**config.mk**
```make
export PLATFORM = sky130hd
export DESIGN_NAME = instr_fetch_queue
export DESIGN_NICKNAME = d
export VERILOG_FILES = /design/src/rtl/fetch_pkg.sv /design/src/rtl/fetch_fifo.sv /design/src/rtl/instr_fetch_queue.sv
export SDC_FILE = /design/constraint.sdc
export NUM_CORES = 1
export LEC_CHECK = 0
export ABC_AREA = 1
export CELL_PAD_IN_SITES_DETAIL_PLACEMENT = 0
export CELL_PAD_IN_SITES_GLOBAL_PLACEMENT = 2
export CORE_ASPECT_RATIO = 1.75
export CORE_MARGIN = 5
export CORE_UTILIZATION = 37
export DETAILED_ROUTE_END_ITERATION = 16
export GPL_TIMING_DRIVEN = 0
export PLACE_DENSITY = 0.95
export SETUP_SLACK_MARGIN = 0.1
export SLEW_MARGIN = 20
export SYNTH_ARGS = -nofsm -noshare
export SYNTH_HDL_FRONTEND = slang
export SYNTH_SLANG_ARGS = --single-unit
export TNS_END_PERCENT = 20
```
**constraint.sdc**
```tcl
create_clock -name clk -period 5.02 [get_ports clk]
set_clock_uncertainty 0.15 [all_clocks]
set_input_delay 1.004 -clock clk [delete_from_list [all_inputs] [get_ports clk]]
set_output_delay 1.004 -clock clk [all_outputs]
set_load 0.02 [all_outputs]
```
**src/rtl/fetch_pkg.sv**
```systemverilog
// Shared types and constants for the instruction-fetch front end.
package fetch_pkg;

  localparam int InstrW = 32;
  localparam int PcW    = 32;

  typedef struct packed {
    logic [PcW-1:0]    pc;
    logic [InstrW-1:0] instr;
  } fetch_entry_t;

  localparam logic [PcW-1:0] PC_INC = 32'd4;

endpackage

```
**src/rtl/fetch_fifo.sv**
```systemverilog
// Show-ahead FIFO of fetched {pc, instr} entries. The head entry is always
// visible on 'head'. A flush empties the queue in one cycle.
module fetch_fifo
  import fetch_pkg::*;
#(
  parameter int Depth = 4
) (
  input  logic                             clk,
  input  logic                             rst,
  input  logic                             push,
  input  fetch_entry_t                     entry_in,
  input  logic                             pop,
  input  logic                             flush,
  output fetch_entry_t                     head,
  output logic [$clog2(Depth+1)-1:0]       count,
  output logic                             full,
  output logic                             empty
);

  localparam int AW = $clog2(Depth);
  localparam int CW = $clog2(Depth+1);
  localparam logic [CW-1:0] DEPTH_C = Depth[CW-1:0];

  fetch_entry_t   mem [Depth];
  logic [AW-1:0]  rd_ptr;
  logic [AW-1:0]  wr_ptr;
  logic           do_push;
  logic           do_pop;

  // A push into a full queue is only honoured if the head leaves in the same cycle.
  always_comb begin
    do_push = push && (!full || pop);
    do_pop  = pop && !empty;
  end

  assign head  = mem[rd_ptr];
  assign full  = (count == DEPTH_C);
  assign empty = (count == '0);

  // Storage, pointers and occupancy; pointers wrap naturally since Depth is a power of 2.
  always_ff @(posedge clk or negedge rst) begin
    if (!rst) begin
      rd_ptr <= '0;
      wr_ptr <= '0;
      count  <= '0;
      for (int i = 0; i < Depth; i++) begin
        mem[i] <= '0;
      end
    end else if (flush) begin
      rd_ptr <= '0;
      wr_ptr <= '0;
      count  <= '0;
    end else begin
      if (do_push) begin
        mem[wr_ptr] <= entry_in;
        wr_ptr      <= wr_ptr + AW'(1);
      end
      if (do_pop) begin
        rd_ptr <= rd_ptr + AW'(1);
      end
      count <= count + CW'(do_push) - CW'(do_pop);
    end
  end

endmodule

```
**src/rtl/instr_fetch_queue.sv**
```systemverilog
// Instruction-fetch front end: sequential PC generation, in-order requests to a
// variable-latency memory, response buffering and branch flush/redirect.
module instr_fetch_queue
  import fetch_pkg::*;
#(
  parameter int             Depth   = 4,
  parameter logic [PcW-1:0] ResetPC = 32'h0000_0000
) (
  input  logic              clk,
  input  logic              rst,
  output logic              imem_req,
  output logic [PcW-1:0]    imem_addr,
  input  logic              imem_gnt,
  input  logic              imem_rvalid,
  input  logic [InstrW-1:0] imem_rdata,
  input  logic              redirect,
  input  logic [PcW-1:0]    redirect_pc,
  input  logic              deq_ready,
  output logic              out_valid,
  output logic [PcW-1:0]    out_pc,
  output logic [InstrW-1:0] out_instr
);

  localparam int CW = $clog2(Depth+1);
  localparam logic [CW:0] DEPTH_OCC = Depth[CW:0];

  logic [PcW-1:0] fetch_pc;
  logic [PcW-1:0] rsp_pc;
  logic [CW-1:0]  outstanding;
  logic [CW-1:0]  discard;
  logic [CW-1:0]  fifo_count;
  logic [CW:0]    occupancy;
  logic           fifo_full;
  logic           fifo_empty;
  logic           accept;
  logic           push;
  logic           pop;
  fetch_entry_t   head;
  fetch_entry_t   rsp_entry;

  // Issue only while buffered plus in-flight words fit in the queue; a redirect
  // suppresses issue, enqueue and dequeue for its cycle.
  always_comb begin
    occupancy = {1'b0, fifo_count} + {1'b0, outstanding};
    imem_req  = rst && !redirect && !fifo_full && (occupancy < DEPTH_OCC);
    accept    = imem_req && imem_gnt;
    push      = imem_rvalid && !redirect && (discard == '0);
    out_valid = !fifo_empty && !redirect;
    pop       = out_valid && deq_ready;
  end

  assign rsp_entry = '{pc: rsp_pc, instr: imem_rdata};
  assign imem_addr = fetch_pc;
  assign out_pc    = head.pc;
  assign out_instr = head.instr;

  // Request and response PCs advance independently and both restart on redirect.
  always_ff @(posedge clk or negedge rst) begin
    if (!rst) begin
      fetch_pc <= ResetPC;
      rsp_pc   <= ResetPC;
    end else if (redirect) begin
      fetch_pc <= redirect_pc;
      rsp_pc   <= redirect_pc;
    end else begin
      if (accept) begin
        fetch_pc <= fetch_pc + PC_INC;
      end
      if (push) begin
        rsp_pc <= rsp_pc + PC_INC;
      end
    end
  end

  // Every in-flight word at redirect time is stale; those still to arrive are discarded.
  always_ff @(posedge clk or negedge rst) begin
    if (!rst) begin
      outstanding <= '0;
      discard     <= '0;
    end else if (redirect) begin
      outstanding <= outstanding - CW'(imem_rvalid);
      discard     <= outstanding - CW'(imem_rvalid);
    end else begin
      outstanding <= outstanding + CW'(accept) - CW'(imem_rvalid);
      if (imem_rvalid && (discard != '0)) begin
        discard <= discard - CW'(1);
      end
    end
  end

  fetch_fifo #(.Depth(Depth)) u_fifo (
    .clk      (clk),
    .rst      (rst),
    .push     (push),
    .entry_in (rsp_entry),
    .pop      (pop),
    .flush    (redirect),
    .head     (head),
    .count    (fifo_count),
    .full     (fifo_full),
    .empty    (fifo_empty)
  );

  // A response with nothing in flight means the memory broke the protocol.
  assert property (@(posedge clk) disable iff (!rst) imem_rvalid |-> (outstanding != '0));

  // Buffered plus in-flight words never exceed the queue capacity.
  assert property (@(posedge clk) disable iff (!rst) occupancy <= DEPTH_OCC);

endmodule

```
==> flow_metrics.tcl <==
set metrics [dict create \
    r2r-end "outstanding[2]" \
    cp.required_ps 3870 \
    crit_top_cell "clkbuf_1" \
    dpl_worst_slack_ps 1040 \
    path_class "register to output port" \
    drt-vias-per-instance 5.21 \
    antenna_found_initial 0 \
    numCtsBuffers 35 \
    cpMaxStageDelayCell "clkdlybuf4s50_1" \
    p_int_w 0.00642 \
    rsz0062_at_grt "false" \
    nets 2303 \
    drc_errors 0 \
    track_usage_pct 22.7 \
    antenna_left 0 \
    hold_viol 0 \
    critical_path.startpoint_type "register" \
    yosysTopAreaCellShare_pct 51.3 \
    wl_per_cell_um 19.7 \
    synth_cells 2008 \
    p_switching_w 0.00392 \
    drt_pre_antenna_iters 5 \
    worstHoldPathType "input port to async pin" \
    irDropWorstVdd_uv 272 \
    htreeDepth 2 \
    clk_latency_ps 520 \
    swShare_pct 37.9 \
    die_y_um 287 \
    ys_seq_area_share_pct 51.3 \
    core_area_sq_mm 0.0435 \
    whs_ps 201 \
    grt_pass1_wl_mm 85.9 \
    critPathTopFamily "buffers and inverters" \
    synth.area.top_cells "dfrtp_1, nand2_1, o21ai_0" \
    layout_min_cycle_time_ps 4530 \
    area_delta_synth_final_pct 22.5 \
    gp_congestion 0.941 \
    cts_hold_buf 0 \
    outcome "finished clean" \
    cts_resized 0 \
    synth-seq-cells 333 \
    cts_buffer_depth 3 \
    synth_nets 2096 \
    cap_violations 0 \
    vias 14600 \
    arrival_ps 3370 \
    worst-r2r-cell-count 11 \
    drt_iter0_drc 1168 \
    path_clk_slew_ps 70 \
    r2r_start "u_fifo.count[1]" \
    yosys.area.top_type "dfrtp_1" \
    die-area_sq_mm 0.0484 \
    cts_setup_buffers 0 \
    avgSynthCellArea_sq_um 8.09 \
    finalWorstSetupSlack_ps 493 \
    synthDistinctLibCells 38 \
    hpwlAfterDp_mm 40.6 \
    powerDensity_mw_per_mm2 520 \
    slew_viol_final 0 \
    num_rows 101 \
    antennaDiodeCount 0 \
    io_pins 168 \
    grt_max_degree 87 \
    cp.buffers_inverters 4 \
    combPwrFrac_pct 38.4 \
    fmax_mhz 221 \
    reg2reg_slack_ps 2340 \
    worstSetupEndpointType "output port" \
    start_util_pct 37.4 \
    worst_slew_pin_slew_ps 799 \
    drive_above_1_share_pct 6.74 \
    totalWireLength_mm 55.3 \
    mappedNetlistArea_sq_mm 0.0162 \
    pwr-share-clk_pct 26.2 \
    yosysWarnings 0 \
    relSlewSlack_pct 46.7 \
    io_buffers 166 \
    clock_tree.root_cell "clkbuf_16" \
    finalCritPeriodShare_pct 90.2 \
    crit_fanout 10 \
    first_global_vias 15000 \
    cts_tree "done" \
    p_seq_share_pct 35.4 \
    slowest_delay_ps 690 \
    overflow 0 \
    power_leakage_nw 9.17 \
    cts_sinks 333 \
    setup_viol_count_final 0 \
    crit_chain "buf_2 > clkbuf_1 > clkbuf_1 > nor2_1 > o22ai_1 > clkdlybuf4s50_1" \
    die_w_um 168 \
    final_util_pct 45.8 \
]
layout make-up:
| type | count | area (sq um) |
|---|---|---|
| fill | 4370 | 23600 |
| inverter | 140 | 528 |
| buffer | 114 | 757 |
| clock inverter | 20 | 245 |
| tap | 566 | 708 |
| clock buffer | 42 | 922 |
| timing repair buffer | 170 | 1780 |
| multi-input combinational | 1421 | 6630 |
| sequential | 333 | 8330 |
sequential cells by signal, summed over array words and instances (netlist names):
name,count
u_fifo.rd_ptr,2
discard,3
u_fifo.count,3
rsp_pc,32
u_fifo.mem,256
outstanding,3
imem_addr,32
u_fifo.wr_ptr,2
worst max-delay path by stage:
stage                           startpoint              end  slack [ps]  cells after the start
after floorplan                   redirect   outstanding[2]        1900                     11
after global placement                 rst  u_fifo.mem[198]      -11890                      1
after detailed placement  u_fifo.rd_ptr[0]       out_pc[11]        1040                      6
after CTS                 u_fifo.rd_ptr[0]       out_pc[11]         470                      6
after global routing      u_fifo.rd_ptr[0]       out_pc[11]         420                      6
final                     u_fifo.rd_ptr[0]       out_pc[11]         490                      6
power groups by stage:
stage                     clock network [W]  registers (W)  logic [W]
after global placement                    0        0.00369    0.00395
after global routing                0.00288        0.00374    0.00435
after floorplan                           0        0.00365    0.00219
final                               0.00271        0.00366    0.00397
after detailed placement                  0        0.00370    0.00401
after CTS                           0.00277        0.00366    0.00402
logic make-up after synthesis:
group | after synthesis | synth area share, %
AND/OR/NAND/NOR | 853 | 21.0
flip-flops | 333 | 51.3
adder cells (fa/ha/maj) | 18 | 1.48
XOR/XNOR | 21 | 1.13
buffers and inverters | 254 | 7.91
AO/OA/AOI/OAI | 529 | 17.2
synthesized netlist by cell type (all sizes together):
| cell type | count |
|---|---|
| nand2 | 528 |
| nor2 | 224 |
| nand4 | 11 |
| o221ai | 2 |
| nor3b | 1 |
| o31ai | 3 |
| nand3 | 68 |
| o22ai | 64 |
| and2 | 2 |
| a31oi | 7 |
| nand3b | 4 |
| ha | 16 |
| clkinv | 2 |
| o21ai | 420 |
| clkbuf | 43 |
| dfrtp | 333 |
| or2 | 4 |
| o21bai | 3 |
| fa | 2 |
| a21oi | 17 |
| o211ai | 13 |
| inv | 138 |
| xnor2 | 3 |
| nor3 | 11 |
| buf | 71 |
| xor2 | 18 |
routing by layer:
| metal | track usage (%) | share of wire, % | vias to the layer above |
|---|---|---|---|
| met3 | 2.44 | 3.8 | 109 |
| li1 | - | - | 7005 |
| met1 | 25.5 | 38 | 7082 |
| met2 | 43.0 | 54 | 430 |
| met5 | 0 | 0 | - |
| met4 | 9.66 | 4.2 | 0 |
cell usage in the layout (no fill, tap or decap), types with 3 or more instances in the layout:
master and count:
a21oi_1 17, a31oi_1 7, buf_1 3, buf_16 4, buf_2 26, buf_4 5
buf_6 37, bufinv_16 5, clkbuf_1 48, clkbuf_16 35, clkdlybuf4s50_1 165, clkinv_2 9
dfrtp_1 333, ha_1 16, inv_1 134, inv_2 3, nand2_1 521, nand2_2 7
nand3_1 66, nand3b_1 4, nand4_1 11, nor2_1 221, nor3_1 10, o211ai_1 13
o21ai_0 372, o21ai_1 48, o21bai_1 3, o22ai_1 64, o31ai_1 3, or2_2 4
xnor2_1 3, xor2_1 18
per-stage QoR:
stage	cells	instance area [sq um]	power, W	TNS, ps
6_report	2806	19900	0.0103	0
5_1_grt	2806	19900	0.0110	0
4_1_cts	2806	19900	0.0104	0
3_3_place_gp	2740	18600	0.00764	-4277130
2_1_floorplan	2008	16200	0.00584	0
3_5_place_dp	2744	18700	0.00771	0
worst reg2reg max path: cells and delay by family (launching register included):
| family | cells | cell delay [ps] |
|---|---|---|
| adders and majority gates | 4 | 1170 |
| and+or+nand+nor | 5 | 620 |
| DFF | 1 | 440 |
| AOI/OAI and AO/OA | 1 | 180 |
| buffers and inverters | 1 | 40 |
Power figures use the tool's default switching activity.
